`src/rtl/sdram_pkg.sv`:
```
// Shared types for the SDRAM word adapter: FSM states, lane geometry and
// the request/response word layouts.
package sdram_pkg;

  localparam int unsigned LANES  = 4;
  localparam int unsigned LANE_W = 2;
  localparam int unsigned BYTE_W = 8;
  localparam int unsigned WORD_W = LANES * BYTE_W;

  typedef enum logic [1:0] {
    ST_IDLE,
    ST_ISSUE,
    ST_WAIT_ACK,
    ST_RESP
  } adapter_state_t;

  typedef struct packed {
    logic              we;
    logic [LANES-1:0]  be;
    logic [WORD_W-1:0] wdata;
  } req_t;

  typedef struct packed {
    logic [WORD_W-1:0] rdata;
    logic              error;
  } rsp_t;

endpackage

```
`src/rtl/sdram_lane_pick.sv`:
```
// Picks the next enabled byte lane above the current one, or the lowest
// enabled lane when starting a new request.
module sdram_lane_pick
  import sdram_pkg::*;
(
  input  logic [LANES-1:0]  be,
  input  logic [LANE_W-1:0] lane,
  input  logic              start,
  output logic [LANE_W-1:0] next_lane,
  output logic              has_next
);

  always_comb begin
    next_lane = '0;
    has_next  = 1'b0;
    // Scan downward so the last qualifying hit is the lowest lane.
    for (int unsigned i = LANES; i > 0; i--) begin
      if (be[i-1] && (start || ((i - 1) > 32'(lane)))) begin
        next_lane = LANE_W'(i - 1);
        has_next  = 1'b1;
      end
    end
  end

endmodule

```
`src/rtl/sdram_word_adapter.sv`:
```
// Host-side word front-end for the SDRAM byte core: splits 32-bit requests
// into per-byte core accesses and reassembles a single response.
module sdram_word_adapter
  import sdram_pkg::*;
#(
  parameter int unsigned HOST_ADDR_WIDTH = 24,
  parameter int unsigned HOST_DATA_WIDTH = 32,
  parameter int unsigned CORE_DATA_WIDTH = 8,
  parameter int unsigned ACK_TIMEOUT     = 255
) (
  input  logic                       clk,
  input  logic                       rst,
  input  logic                       req_valid,
  output logic                       req_ready,
  input  logic                       req_we,
  input  logic [HOST_ADDR_WIDTH-1:0] req_addr,
  input  logic [HOST_DATA_WIDTH-1:0] req_wdata,
  input  logic [LANES-1:0]           req_be,
  output logic                       rsp_valid,
  input  logic                       rsp_ready,
  output logic [HOST_DATA_WIDTH-1:0] rsp_rdata,
  output logic                       rsp_error,
  output logic                       core_wr,
  output logic                       core_rd,
  output logic [HOST_ADDR_WIDTH-1:0] core_addr,
  output logic [CORE_DATA_WIDTH-1:0] core_write_data,
  input  logic                       core_accept,
  input  logic                       core_ack,
  input  logic [CORE_DATA_WIDTH-1:0] core_read_data,
  input  logic                       core_error
);

  localparam int unsigned BASE_W  = HOST_ADDR_WIDTH - LANE_W;
  localparam int unsigned TIMER_W = (ACK_TIMEOUT > 0) ? $clog2(ACK_TIMEOUT + 1) : 1;

  adapter_state_t      state_q, state_d;
  req_t                req_q;
  rsp_t                rsp;
  logic [BASE_W-1:0]   base_q;
  logic [LANE_W-1:0]   lane_q;
  logic [WORD_W-1:0]   rdata_q;
  logic                error_q;
  logic [TIMER_W-1:0]  timer_q;
  logic [LANE_W-1:0]   next_lane;
  logic                has_next;
  logic                advance;
  logic                timeout;
  logic [LANES-1:0]    pick_be;
  logic                unused_addr_bits;

  assign unused_addr_bits = ^req_addr[LANE_W-1:0];

  // In IDLE the picker looks at the incoming enables to find the first lane.
  assign pick_be = (state_q == ST_IDLE) ? req_be : req_q.be;

  sdram_lane_pick u_lane_pick (
    .be        (pick_be),
    .lane      (lane_q),
    .start     (state_q == ST_IDLE),
    .next_lane (next_lane),
    .has_next  (has_next)
  );

  assign core_addr       = {base_q, lane_q};
  assign core_write_data = req_q.wdata[{lane_q, 3'b000} +: BYTE_W];
  assign rsp_rdata       = rsp.rdata;
  assign rsp_error       = rsp.error;

  always_comb begin
    state_d   = state_q;
    req_ready = 1'b0;
    rsp_valid = 1'b0;
    core_wr   = 1'b0;
    core_rd   = 1'b0;
    advance   = 1'b0;
    timeout   = 1'b0;
    rsp.rdata = req_q.we ? '0 : rdata_q;
    rsp.error = error_q;
    case (state_q)
      ST_IDLE: begin
        req_ready = 1'b1;
        if (req_valid) state_d = has_next ? ST_ISSUE : ST_RESP;
      end
      ST_ISSUE: begin
        core_wr = req_q.we;
        core_rd = ~req_q.we;
        if (core_accept) begin
          if (req_q.we || core_ack) advance = 1'b1;
          else                      state_d = ST_WAIT_ACK;
        end
      end
      ST_WAIT_ACK: begin
        if (core_ack) begin
          advance = 1'b1;
        end else if ((ACK_TIMEOUT != 0) && (timer_q == TIMER_W'(ACK_TIMEOUT))) begin
          advance = 1'b1;
          timeout = 1'b1;
        end
      end
      ST_RESP: begin
        rsp_valid = 1'b1;
        if (rsp_ready) state_d = ST_IDLE;
      end
      default: state_d = ST_IDLE;
    endcase
    if (advance) state_d = has_next ? ST_ISSUE : ST_RESP;
    if (rst) begin
      req_ready = 1'b0;
      rsp_valid = 1'b0;
      core_wr   = 1'b0;
      core_rd   = 1'b0;
    end
  end

  always_ff @(posedge clk) begin
    if (rst) begin
      state_q <= ST_IDLE;
      req_q   <= '0;
      base_q  <= '0;
      lane_q  <= '0;
      rdata_q <= '0;
      error_q <= 1'b0;
      timer_q <= '0;
    end else begin
      state_q <= state_d;
      case (state_q)
        ST_IDLE: begin
          if (req_valid) begin
            req_q   <= '{we: req_we, be: req_be, wdata: req_wdata};
            base_q  <= req_addr[HOST_ADDR_WIDTH-1:LANE_W];
            lane_q  <= next_lane;
            rdata_q <= '0;
            error_q <= 1'b0;
          end
        end
        ST_ISSUE: begin
          if (core_accept) begin
            timer_q <= '0;
            if (core_error) error_q <= 1'b1;
            if (!req_q.we && core_ack) rdata_q[{lane_q, 3'b000} +: BYTE_W] <= core_read_data;
          end
        end
        ST_WAIT_ACK: begin
          timer_q <= timer_q + 1'b1;
          if (core_ack) begin
            rdata_q[{lane_q, 3'b000} +: BYTE_W] <= core_read_data;
            if (core_error) error_q <= 1'b1;
          end else if (timeout) begin
            error_q <= 1'b1;
          end
        end
        default: ;
      endcase
      if (advance && has_next) lane_q <= next_lane;
    end
  end

endmodule
```
`config.mk`:
```
export PLATFORM = sky130hd
export DESIGN_NAME = sdram_word_adapter
export DESIGN_NICKNAME = d
export VERILOG_FILES = /design/src/rtl/sdram_pkg.sv /design/src/rtl/sdram_lane_pick.sv /design/src/rtl/sdram_word_adapter.sv
export SDC_FILE = /design/constraint.sdc
export NUM_CORES = 1
export LEC_CHECK = 0
export ABC_CLOCK_PERIOD_IN_PS = 7100
export BUFFER_PORTS_ARGS = -buffer_cell sky130_fd_sc_hd__buf_2
export CORE_AREA = 2 2 108 110
export CTS_CLUSTER_DIAMETER = 120
export DETAILED_ROUTE_END_ITERATION = 8
export DIE_AREA = 0 0 110 112
export PLACE_DENSITY = 0.7
export SETUP_SLACK_MARGIN = 0.2
export SLEW_MARGIN = 40
export SYNTH_ARGS = -nofsm -noshare
export SYNTH_HDL_FRONTEND = slang
export SYNTH_HIERARCHICAL = 1
export SYNTH_SLANG_ARGS = --single-unit
```
`constraint.sdc`:
```
create_clock -name clk -period 7.1 [get_ports clk]
set_input_delay 1.42 -clock clk [delete_from_list [all_inputs] [get_ports clk]]
set_output_delay 1.42 -clock clk [all_outputs]
set_load 0.005 [all_outputs]
```
==> Word-level counts from Yosys, hierarchy flattened <==
Index checks and enable logic that the tools add are counted.
{ "totals": {"register_bits": 104, "latchBits": 0, "ramBits": 0, "mem_bits_ro": 0, "output_inout_bits": 69, "mem_count": 0} }
{ "classes": {"add_sub_neg": 2, "mul": 0, "div": 0, "magnitude_cmp": 3, "n_eq_ne": 13, "shifts": 3, "muxes": 49, "bitwise_logic": 1, "n_reduce_logical": 23} }
{ "ops": {"columns": ["op", "n"], "rows": [
  ["$mux W32", 5],
  ["$pmux W32 S3", 1],
  ["$bwmux W32", 1],
  ["$shift A8 B7 Y32 const A", 1],
  ["$shiftx A32 B6 Y8", 1],
  ["$shiftx A8 B7 Y32", 1],
  ["$mux W2", 13],
  ["$mux W1", 23],
  ["$pmux W8 S2", 1],
  ["$ne A3 B3 Y1 const B", 5],
  ["$reduce_and A5 Y1", 2],
  ["$add A8 B1 Y8 const B", 1],
  ["$eq A8 B8 Y1 const B", 1],
  ["$mux W8", 1],
  ["$ne A2 B2 Y1 const B", 4],
  ["$neg A5 Y7", 1],
  ["$logic_and A1 B1 Y1", 6],
  ["$pmux W2 S3", 1],
  ["$reduce_and A2 Y1", 3],
  ["$reduce_bool A2 Y1", 3],
  ["$eq A2 B2 Y1 const B", 2],
  ["$gt A2 B2 Y1 const A", 2],
  ["$logic_or A1 B1 Y1", 4],
  ["$mux W4", 1],
  ["10 further kinds", 10]
]} }

==> Logic depth before layout (Yosys ltp) <==
Gate-level depths: netlist of the first run.
{ "depth": {"ltp_word": 11, "depth_mapped": 11} }

==> Cells and area by module <==
Netlist of the first run, hierarchy kept.
{ "by_module_without_submodules": {"columns": ["module", "n_inst", "cells_per_inst", "area_per_inst_um2", "seq_area_each_um2"], "rows": [
  ["sdram_word_adapter", 1, 579, 4784.6, 2082.0],
  ["sdram_lane_pick", 1, 16, 93.8, 0.0]
]} }

==> Worst setup path after synthesis of the first run <==
OpenSTA, ideal clock, no wires.
{ "synth_path": {"kind": "input-to-output", "from": "in rst", "to": "out core_rd", "t_arrival_ps": 1819, "path_slack_ps": 3861, "cell_stages": 2, "n_path_buf": 1, "cell_sequence": "clkbuf_1 -> nor3b_1"} }
{ "synth_between": {"elab_chain_len": 1} }
{ "synth_lines": {"columns": ["element", "line", "rtl"], "rows": [
  ["start, declared", "sdram_word_adapter.sv:12", "input logic rst,"],
  ["$mux W1", "sdram_word_adapter.sv:107", "if (rst) begin"],
  ["end, declared", "sdram_word_adapter.sv:24", "output logic core_rd,"]
]} }
No other way between the ends.

==> Worst setup path after layout of the first run <==
{ "layout_path": {"from": "in rst", "to": "out core_wr"} }
{ "layout_between": {"elab_chain_len": 1} }
{ "layout_lines": {"columns": ["element", "line", "rtl"], "rows": [
  ["$mux W1", "sdram_word_adapter.sv:107", null],
  ["end, declared", "sdram_word_adapter.sv:23", "output logic core_wr,"]
]} }
No other way between the ends.

==> impl_summary.md, run 1 <==
Status
The flow ran to the end, and the final reports show no timing, DRC or antenna violations.

STA
Static timing analysis puts the maximum clock frequency at 0.261 GHz. In the finished design, the share of the clock period the worst path needs comes to 53.9%. Measured against its own limit, the worst slew margin works out to 46.5%.

Counting I/O delays and the setup requirement, the final critical path takes 3.83 ns. The number of hold violations in the final report is 0. The final total negative setup slack is 0 ns. Setup repair after global routing left no endpoint under its margin. Across the routed clock network, the largest skew measured is 0.00453 ns. Setup violations remaining at the end of the flow were counted as 0.

The actual slew at the worst max-slew pin is 0.801 ns. The number of slew-limit violations in the final report is 0. The minimum hold slack is 0.453 ns.

Cells and area
The area added between synthesis and finish is 21.6%. The fraction of layout cells with a size suffix above 1 is 25.9%. The count of nets after finishing is 794. The number of antenna diodes in the final layout is 0.

The finished cells cover 0.00593 mm^2.

Floorplan
The area of the core is 0.0112 mm^2. The die footprint is 0.0123 mm^2. Pin placement for this block handled 145 I/O pins. The floorplan step set the die width to 110 um. The initial core utilization is 43.7%. Row generation in the floorplan step produced 39 rows.

The overall die height is 112 um.

Worst setup path
Measured in cells, the most critical reg-to-reg path has a length of 10. Traced cell by cell, the critical path runs through buf_2 -> inv_1 -> and3_1 -> buf_2. At the worst endpoint, the required time is 5.68 ns. The critical path depth is 4. The worst setup path is captured at an output pin. For this run, the slowest stage of the critical path takes 0.37 ns. The number of buffers and inverters on the critical path is 3. The worst register-to-register path begins at state_q[1]. The endpoint of the lowest-slack register-to-register path is lane_q[1]. Among cell families on the critical path, the largest total delay comes from buffers and inverters. The kind of critical path is primary input to output pin.

The endpoint arrival time on the critical path is 2.41 ns. The worst-case register-to-register setup slack is 4.29 ns. The most prevalent standard cell on the critical path is sky130_fd_sc_hd__buf_2.

The element type at the critical path start is a primary input. The highest fanout seen on the critical path is 23. The slowest cell on the critical path is sky130_fd_sc_hd__buf_2.

Min path
The hold path depth is 2. The start point of the worst hold path is base_q[19]. The class of the tightest hold or removal check is register to register. The end point of the most critical hold path is base_q[19].

Logic synthesis
Ranked by total cell area, the synthesized netlist is headed by sky130_fd_sc_hd__dfxtp_1 (43%), sky130_fd_sc_hd__a21oi_1 (10%), sky130_fd_sc_hd__nand2_1 (10%). The number of instances in the synthesized netlist is 595. The part of the Yosys area used for sequential elements is 42.7%. Summing every instance area after synthesis gives 0.00488 mm^2.

By count the netlist is led by sky130_fd_sc_hd__nand2_1 (130), sky130_fd_sc_hd__dfxtp_1 (104), sky130_fd_sc_hd__a21oi_1 (101). Synthesis inferred 104 register bits. The netlist uses 44 different library cells. The number of synthesized flops with an enable pin is 0. The top-area cell type share of the netlist area is 42.7%. The leading cell type by number of instances after synthesis is sky130_fd_sc_hd__nand2_1. The most frequently used flop master after synthesis is sky130_fd_sc_hd__dfxtp_1. Counting every net in the synthesized netlist gives 681.

For this run, the number of Yosys warnings is 6. The cell taking the most area after synthesis is sky130_fd_sc_hd__dfxtp_1. The average instance in the mapped netlist occupies 8.20 um^2. The fraction of registers with async set/reset is 0%.

Clock tree
After clock tree synthesis, the repair step resized 0 gates. Counting along the longest clock path gives a buffer depth of 2. The number of setup buffers added after CTS is 0. The clock root buffer is sky130_fd_sc_hd__clkbuf_16. The TritonCTS clock tree is done.

For this design, the CTS-stage hold fixing added 0 buffers. The clock latency of the later-clocked register in the worst-skew pair is 0.35 ns. The CTS buffer count is 9.

The total number of H-tree levels is 3. Clock-pin slew was measured on the worst setup and hold paths at 0.06 ns. The clock sink count is 104.

Place
The total cell area at the placement stage is 0.00559 mm^2. Routability-driven placement finished with a final weighted congestion of 0.865. Once detailed placement completed, the half-perimeter wirelength came to 8700 um. The count of input and output buffers is 142.

Drt
The routed wire length is 12400 um. The post-route antenna net violation count is 0. The average vias per placed instance is 5.31. For this block, the via count after detailed routing is 4548. After detailed routing, the number of remaining DRC violations is 0. The first detailed-routing pass took 4 iterations. The average wire length per cell after detail routing is 14.5 um.

In this run, the number of DRC markers left after iteration 0 of detailed routing was 152.

Global route
Global routing used 20.5% of the available tracks across all layers. Entering global routing, the biggest net connects 81 pins. The number of global-route vias before repair is 4291. The initial antenna violation count is 1. The first global-routing pass estimated 20200 um of wire. The aggregate global routing overflow is 0.

Power
For this design the total switching power over the nets is 791 uW. The peak ir drop on the vdd network is 0.000161 V. In this run the static leakage power is 0.00253 uW. Combinational logic burns 37.5% of the power. The share of total power in sequential cells is 36.2%. In this run the power density over the cells is 347 mW/mm^2. The internal power is 1270 uW. The switching part of the total is 38.4%. Per report_power, the clock group accounts for 26.2% of the total.

Flow run
Across the run, the number of max-cap violations was 0.
sequential cells by signal, indices dropped and copies added (netlist names):
signal / count
lane_q: 2
req_q: 37
timer_q: 8
rdata_q: 32
base_q: 22
state_q: 2
rsp_error: 1
power groups by stage:
stage / Combinational (uW) / Sequential (uW) / Clock, uW
4_1_cts: 765 / 748 / 547
3_5_place_dp: 763 / 761 / 0
5_1_grt: 861 / 760 / 575
2_1_floorplan: 624 / 722 / 0
6_report: 773 / 745 / 540
3_3_place_gp: 740 / 755 / 0
how the worst max path moves through the flow:
stage	from	end	slack, ns
final	rst	core_wr	3.27
after global routing	rst	core_wr	3.18
after CTS	rst	core_wr	3.26
after detailed placement	rst	core_wr	3.27
after global placement	rst	core_wr	3.28
after floorplan	rst	core_rd	3.86
logic make-up (layout without fill, tap and decap cells):
| kind of cell | Yosys count | count (layout) | share of synthesized area (%) |
|---|---|---|---|
| AND/OR/NAND/NOR | 254 | 254 | 25.5 |
| flip-flops | 104 | 104 | 42.7 |
| XOR/XNOR | 4 | 4 | 0.718 |
| adder cells (fa/ha/maj) | 10 | 10 | 2.56 |
| AO/OA/AOI/OAI | 153 | 153 | 17.6 |
| buffers and inverters | 52 | 170 | 5.03 |
| multiplexers | 18 | 18 | 5.87 |
through the flow:
stage                     setup WS, ns  std cells  utilization, %  power [uW]
after floorplan                   3.86        595               -        1350
after global placement            3.28        839            49.9        1490
after detailed placement          3.27        839            50.0        1520
after CTS                         3.26        855            52.9        2060
after global routing              3.18        856            53.1        2200
final                             3.27        856            53.1        2060
cell type report:
class	instances	area [um^2]
timing repair buffer	146	753
clock buffer	11	243
inverter	8	30.0
clock inverter	5	78.8
fill	1067	5240
sequential	104	2080
multi-input combinational	439	2570
tap	143	179
tightest hold or removal path, stage by stage (launching register included):
cell	delay, ns
sky130_fd_sc_hd__dfxtp_1	0.31
sky130_fd_sc_hd__nand2_1	0.05
sky130_fd_sc_hd__a21oi_1	0.05
per-layer routing:
layer | GRT usage, % | wire [um]
met5 | 0 | 13
met4 | 5.32 | 115
met1 | 26.3 | 5480
met2 | 33.3 | 5830
met3 | 6.44 | 939
placed cells by master, fill, tap and decap left out, drive strengths merged, types with 4 or more instances in the layout:
master / n
nor2b: 34
inv: 9
a21oi: 101
nand2b: 7
xor2: 4
mux4: 8
nand4: 35
buf: 146
nand2: 130
clkbuf: 11
and3: 4
and2b: 7
nor3: 10
ha: 10
nor2: 13
mux2: 5
dfxtp: 104
mux2i: 5
o21ai: 37
(Power assumes the default switching activity.)
==> inputs of run 2 (changes only) <==
Settings changed: ABC_AREA set to 1, ABC_CLOCK_PERIOD_IN_PS 7100 to 3800, CORE_AREA 2 2 108 110 to 2 2 110 112, DIE_AREA 0 0 110 112 to 0 0 112 114.
Clock period 7.1 ns to 3.8 ns, I/O delays scaled along.
==> run 2 against run 1 <==
Effect of this change: setup slack worse by 2.3 ns; first-iteration DRC count is 48% higher; synthesized cell count rose by 31%; clock power is 78% higher; via count grew 12%; register-to-register slack worse by 3.3 ns; sequential power up 110%; global-route usage decreased by 0.73 points; critical endpoint is now rdata_q[15]; highest routed layer is now met4.
==> impl_summary.md, run 2 <==
Status
The flow ran to the end, and the final reports show no timing, DRC or antenna violations.

Logic synthesis
The number of synthesized flops with an enable pin is 0 (unchanged). The number of instances in the synthesized netlist was 779 (+31%). The cell taking the most area after synthesis is sky130_fd_sc_hd__dfxtp_1. The number of synthesized register bits is 104 (unchanged).

The fraction of registers with async set/reset is 0% (unchanged). The total of warnings raised by yosys is 6 (unchanged). The count of cell types in the netlist was 30 (-32%).

The part of the Yosys area used for sequential elements was 40.7% (-2.0 points). Yosys attributes the largest share of cell area to sky130_fd_sc_hd__dfxtp_1 (41%), sky130_fd_sc_hd__nor2_1 (15%), sky130_fd_sc_hd__nand2_1 (8.7%). The most common cell in the synthesized netlist is sky130_fd_sc_hd__nor2_1.

The netlist area before placement is 0.00512 mm^2 (+4.9%). By count the netlist is led by sky130_fd_sc_hd__nor2_1 (208), sky130_fd_sc_hd__nand2_1 (118), sky130_fd_sc_hd__dfxtp_1 (104). The most frequently used flop master after synthesis is sky130_fd_sc_hd__dfxtp_1. The mean post-synth cell area came to 6.57 um^2 (-20%). The net count after synthesis came to 865 (+27%). The top-area cell type share of the netlist area was 40.7% (-2.0 points).

Place
The total cell area at the placement stage is 0.00583 mm^2 (+4.4%). The weighted congestion at the end of routability-driven global placement was 0.828 (-4.3%). The post-place setup slack was 0.995 ns (-2.27 ns). The count of input and output buffers is 142 (unchanged).

The HPWL reported at the end of detailed placement was 8570 um (-1.6%).

Drt
The number of vias in the routed layout is 5088 (+12%). The post-route antenna net violation count came to 0 (unchanged). The routed wire length is 12300 um (-0.92%). The iteration count of the initial detailed-routing pass was 5 (+1). The initial DRC count is 225 (+48%). The residual DRC count was 0 (unchanged).

The average vias per placed instance was 4.86 (-8.5%). The average wire length per cell after detail routing came to 11.7 um (-19%).

STA
The number of hold violations in the final report is 0 (unchanged). The final critical delay including setup and external delays is 2.86 ns. The final setup skew is 0.0115 ns (+0.00696 ns). Setup repair after global routing left no endpoint under its margin.

Based on the critical path, the design can be clocked at up to 0.350 GHz. The final total negative setup slack is 0 ns (unchanged). The share of the clock period used by the worst path is 75.2%. The worst max-slew margin expressed relative to the limit is 41.3% (-5.2 points). The minimum hold slack is 0.451 ns (-0.00212 ns). The actual slew at the worst max-slew pin is 0.874 ns (+0.0727 ns). The number of failing setup endpoints in the final timing report came to 0 (unchanged). The number of slew-limit violations in the final report is 0 (unchanged). The worst setup margin was 0.941 ns (-2.33 ns).

Clock tree
The clock root buffer is sky130_fd_sc_hd__clkbuf_16. The maximum buffer depth of the clock tree is 2 (unchanged). The clock sink count was 104 (unchanged). The clock latency of the later-clocked register in the worst-skew pair came to 0.34 ns (about the same). The CTS buffer count is 9 (unchanged). The count of instances resized after the clock tree is built came to 0 (unchanged). The number of post-CTS setup repair buffers is 0 (unchanged). The clock transition at the registers of the reported paths is 0.07 ns (about the same).

The number of buffers inserted by hold repair at cts is 0 (unchanged). The TritonCTS clock tree is done. The total number of H-tree levels is 3 (unchanged).

Floorplan
The area of the core is 0.0117 mm^2 (+4.8%). The die footprint came to 0.0128 mm^2 (+3.6%). The count of boundary I/O pins is 145 (unchanged). The site row count came to 40 (+2.6%).

The die boundary width is 112 um (+1.8%). The initial core utilization is 43.7% (about the same). The overall die height is 114 um (+1.8%).

Worst setup path
The worst setup path is launched from a register. STA classifies the critical path endpoint as a register. The critical path data required time is 4.08 ns (-1.60 ns). The endpoint arrival time on the critical path came to 3.14 ns (+0.73 ns). The highest fanout seen on the critical path is 14 (-39%).

The kind of critical path is register to register.

Flow run
The max-capacitance violation count came to 0 (unchanged).

Global route
The all-layer global routing usage came to 19.8% (-0.73 points). The maximum number of pins on one net before global-route repair is 69 (-15%). The aggregate global routing overflow is 0 (unchanged). The initial antenna violation count is 1 (unchanged).

The global-route wire length before repair is 21100 um (+4.6%). The number of global-route vias before repair was 4716 (+9.9%).

Cells and area
The final core utilization is 52.5% (-0.65 points). The area added between synthesis and finish is 20.0%. The final instance area is 0.00614 mm^2 (+3.5%).

Leaving out fill and tap cells, the most frequent cell in the layout is sky130_fd_sc_hd__nor2_1. The count of nets after finishing is 981 (+24%). The fraction of layout cells with a size suffix above 1 is 20.6% (-5.4 points). The flip-flop count of the largest register, all copies and words added is 37 (unchanged).

The largest registers in the layout are req_q (37), rdata_q (32), base_q (22). The number of antenna repair diodes is 0 (unchanged). The register with the most flip-flops in the final layout is req_q. In the layout the commonest cells are sky130_fd_sc_hd__nor2_1 (208), sky130_fd_sc_hd__buf_2 (142), sky130_fd_sc_hd__nand2_1 (117).

Power
The peak ir drop on the vdd network is 0.000331 V (+110%). The leakage power figure is 0.00304 uW (+20%). The power per unit of standard cell area is 766 mW/mm^2 (+120%).

Min path
The worst hold path belongs to the class register to register.
run 2: cell count changes in the layout (fill, tap and decap cells not counted), sizes merged, moves of 11 or more:
cell,change
a21oi,-50
inv,+77
nand2,-11
nand3,+46
nand4,-35
nor2,+197
nor2b,-34
o21ai,+48
run 2: cell type report:
cell class | count | area (um^2)
timing repair buffer | 148 | 756
fill | 1271 | 5570
multi-input combinational | 548 | 2490
clock buffer | 9 | 225
tap | 147 | 184
inverter | 84 | 323
sequential | 104 | 2080
clock inverter | 7 | 86.3
run 2: worst paths after layout:
kind                            depth (start not counted)     endpoint       start  slack, ns
worst max register to register                          8  rdata_q[15]   lane_q[1]       0.94
worst min register to register                          2   timer_q[7]  timer_q[7]       0.45
worst min-delay path                                    2   timer_q[7]  timer_q[7]       0.45
worst max-delay path                                    8  rdata_q[15]   lane_q[1]       0.94
run 2: power breakdown:
| group | internal, uW | switching, uW |
|---|---|---|
| registers | 1380 | 160 |
| clock network | 526 | 436 |
| logic | 797 | 1410 |
run 2: metal layers:
| metal | global-route usage, % | routed length (um) | part of all wire (%) |
|---|---|---|---|
| met2 | 32.1 | 5690 | 46 |
| met3 | 6.32 | 977 | 8.0 |
| met1 | 25.3 | 5450 | 44 |
| met4 | 6.26 | 148 | 1.2 |
| met5 | 0 | 0 | 0 |
run 2: per-stage QoR:
stage | cells | total power [uW]
floorplan | 779 | 3270
global placement | 1031 | 3750
detailed placement | 1031 | 3780
CTS | 1047 | 4750
global route | 1047 | 5190
finish | 1047 | 4710
run 2: logic make-up (layout without fill, tap and decap cells):
family                   after synthesis  after routing  synth area share (%)
buffers and inverters                127            248                  10.8
flip-flops                           104            104                  40.7
AO/OA/AOI/OAI                        146            146                  15.0
AND/OR/NAND/NOR                      392            392                  31.1
adder cells (fa/ha/maj)               10             10                  2.44
run 2: worst max-delay path, stage by stage, from the launching register on:
cell and delay, ns:
sky130_fd_sc_hd__dfxtp_1 0.63, sky130_fd_sc_hd__clkinv_1 0.44, sky130_fd_sc_hd__ha_1 0.49, sky130_fd_sc_hd__inv_1 0.09
sky130_fd_sc_hd__nor3_1 0.73, sky130_fd_sc_hd__nand3_1 0.15, sky130_fd_sc_hd__nand3_1 0.13, sky130_fd_sc_hd__nand2_1 0.06
sky130_fd_sc_hd__nor2_1 0.10
==> inputs of run 3 (changes only) <==
Settings changed: ABC_AREA 1 to 0, ABC_CLOCK_PERIOD_IN_PS 3800 to 2330, CORE_AREA 2 2 110 112 to 2 2 108 110, DIE_AREA 0 0 112 114 to 0 0 110 112, PLACE_DENSITY 0.7 to 0.72.
Clock period 3.8 ns to 2.33 ns, I/O delays scaled along.
==> run 3 against run 2 <==
Effect of this change: sequential share of layout area is 0.14 points higher; combinational power is 31% higher; clock-buffer cell count is 2 higher; final cell count is 17% lower; fmax is 36% higher; total power is 40% higher; cell area hardly changed; worst hold slack worse by 0.099 ns; die area is 3.5% lower; utilization is 2.5 points higher; critical path type unchanged.
==> impl_summary.md, run 3 (synthesized netlist as in run 1, its figures left out) <==
Status
The run finished with clean final reports.

Cells and area
Leaving out fill and tap cells, the most frequent cell in the layout is sky130_fd_sc_hd__buf_2. The final instance area is 0.00614 mm^2 (about the same). The library cells used most frequently in the layout, excluding fill and tap cells, are sky130_fd_sc_hd__buf_2 (141), sky130_fd_sc_hd__nand2_1 (129), sky130_fd_sc_hd__dfxtp_1 (102). The largest registers in the layout are req_q (37), rdata_q (32), base_q (22). The count of nets after finishing came to 811 (-17%). The area added between synthesis and finish is 25.9%. Ranked by flip-flop count, first place goes to req_q.

The fraction of layout cells with a size suffix above 1 is 28.9% (+8.4 points). The number of non-filler instances in the completed layout is 872 (-17%). The number of antenna repair diodes is 0 (unchanged). The flip-flop count of the largest register, all copies and words added is 37 (unchanged).

Global route
The aggregate global routing overflow is 0 (unchanged). The number of global-route vias before repair is 4344 (-7.9%). The maximum number of pins on one net before global-route repair was 51 (-26%). The global-route wire length before repair is 20100 um (-4.9%).

The all-layer global routing usage is 20.2% (+0.36 points). The initial antenna violation count is 0 (-1).

Drt
The residual DRC count is 0 (unchanged). The initial DRC count is 235 (+4.4%). The average wire length per cell after detail routing is 14.3 um (+22%).

The iteration count of the initial detailed-routing pass is 4 (-1). The number of vias in the routed layout is 4585 (-9.9%). The average vias per placed instance came to 5.26 (+8.2%).

The routed wire length is 12400 um (+1.3%). The post-route antenna net violation count was 0 (unchanged).

STA
The worst max-slew margin expressed relative to the limit is 63.6% (+22 points). The number of slew-limit violations in the final report is 0 (unchanged). The final critical delay including setup and external delays is 2.10 ns (-0.762 ns). The number of hold violations in the final report is 0 (unchanged). Setup repair after global routing could not meet its margin everywhere.

The share of the clock period used by the worst path is 90.0% (+15 points). The final total negative setup slack is 0 ns (unchanged). The actual slew at the worst max-slew pin was 0.541 ns (-0.333 ns). The number of failing setup endpoints in the final timing report is 0 (unchanged). The final setup skew is 0.00857 ns (-0.00293 ns). The maximum operating frequency is 0.477 GHz (+36%).

Worst setup path
The worst setup path is captured at a register. The worst-case register-to-register setup slack is 0.23 ns (-0.71 ns). In this run the critical register-to-register path is launched from state_q[0]. The slowest cell on the critical path is sky130_fd_sc_hd__dfxtp_4.

The number of cell instances on the worst register-to-register path is 10 (+2). The critical path data required time is 2.60 ns (-1.48 ns). STA classifies the critical path startpoint as a register.

The endpoint arrival time on the critical path is 2.37 ns (-0.77 ns). The kind of critical path is register to register. The delay contributed by the slowest stage of the critical path was 0.36 ns (-0.37 ns). The highest fanout seen on the critical path is 7 (-7). The endpoint of the lowest-slack register-to-register path is lane_q[1].

Walking the worst path, the cells encountered are inv_4 -> ha_4 -> mux2_4 -> nor2_4 -> a2bb2oi_2 -> o21ai_2 -> nand2_1 -> nor3_1 -> a311oi_2 -> mux2i_1.

Min path
The start point of the worst hold path is req_wdata[25]. The hold path depth is 3 (+1). The class of the tightest hold or removal check is primary input to register. The end point of the most critical hold path is req_q[25].

Clock tree
The CTS buffer count is 9 (unchanged). The clock latency of the later-clocked register in the worst-skew pair is 0.34 ns (about the same). The clock transition at the registers of the reported paths was 0.07 ns (about the same). The clock sink count is 104 (unchanged). The number of buffers inserted by hold repair at cts is 0 (unchanged). The total number of H-tree levels is 3 (unchanged). The TritonCTS clock tree is done. The maximum buffer depth of the clock tree came to 2 (unchanged).

The tree is rooted in a sky130_fd_sc_hd__clkbuf_16.

Floorplan
The die footprint is 0.0123 mm^2 (-3.5%). The die boundary width came to 110 um (-1.8%). The area of the core came to 0.0112 mm^2 (-4.6%).

The overall die height is 112 um (-1.8%). The initial core utilization is 43.7% (about the same). The site row count came to 39 (-2.5%). The count of boundary I/O pins is 145 (unchanged).

Place
The total cell area at the placement stage is 0.00574 mm^2 (-1.6%). The HPWL reported at the end of detailed placement is 8890 um (+3.8%). The weighted congestion at the end of routability-driven global placement is 0.847 (+2.2%). The count of input and output buffers is 142 (unchanged).

The number of cells in the design after placement is 851 (-17%).

Power
The peak ir drop on the vdd network is 0.000471 V (+42%). The leakage power figure is 0.00263 uW (-13%). The power consumption is 6590 uW (+40%). The power per unit of standard cell area is 1070 mW/mm^2 (+40%).

Flow run
The max-capacitance violation count came to 0 (unchanged).
-- run 3: cell count changes in the layout (fill, tap and decap cells not counted), sizes merged, moves of 15 or more --
cell,delta
nand3,-46
nand4,+35
o21ai,-48
buf,+15
nor2b,+34
inv,-78
nor2,-197
a21oi,+50
-- run 3: how the worst max path moves through the flow --
stage               startpoint           to  slack (ns)
finish              state_q[0]    lane_q[1]        0.23
global route        state_q[0]    lane_q[1]        0.08
detailed placement  state_q[0]    lane_q[1]        0.03
global placement    state_q[0]    lane_q[0]        0.12
floorplan            lane_q[1]  rdata_q[24]        0.11
CTS                 state_q[1]    lane_q[1]        0.17
-- run 3: where the power goes --
group | switching [uW] | total, uW | leakage, uW | internal, uW
Combinational | 1710 | 2890 | 0.00164 | 1170
Sequential | 147 | 2180 | 0.000849 | 2040
Clock | 657 | 1520 | 0.000142 | 861
Total | 2510 | 6590 | 0.00263 | 4070
-- run 3: area by class of cell --
| cell class | count | area [um^2] |
|---|---|---|
| fillers | 1058 | 5030 |
| multi-input cells | 439 | 2620 |
| flip-flops and latches | 104 | 2090 |
| repair buffers | 163 | 920 |
| clock buffers | 11 | 243 |
| well taps | 143 | 179 |
| clock inverters | 4 | 55.1 |
| inverters | 8 | 35.0 |
-- run 3: per-layer routing --
metal	part of all wire, %	routed length, um	track usage (%)
met1	45	5550	26.6
met2	47	5800	32.1
met3	7.6	941	6.56
met4	1.1	139	4.64
met5	0	0	0
-- run 3: repair_timing --
action / CTS / global route
setup buffers: 3 / 3
pin swaps: 2 / 5
endpoints found under the hold margin: 0 / 0
endpoints found under the setup margin: 13 / 35
resized for setup: 6 / 13
-- run 3: per-stage QoR --
step,hold WS [ns],setup WS [ns],utilization [%]
after global routing,0.343,0.0762,54.9
final,0.352,0.233,54.9
after floorplan,0.433,0.113,-
after CTS,0.343,0.171,54.4
after detailed placement,0.446,0.0256,51.3
after global placement,0.440,0.118,51.3
-- run 3: critical path, delay by kind of cell (launching register included) --
family,cells,cell delay (ns)
DFF,1,0.36
adders and majority gates,1,0.19
and+or+nand+nor,3,0.23
AOI/OAI and AO/OA,3,0.61
muxes,2,0.56
buffers and inverters,1,0.06
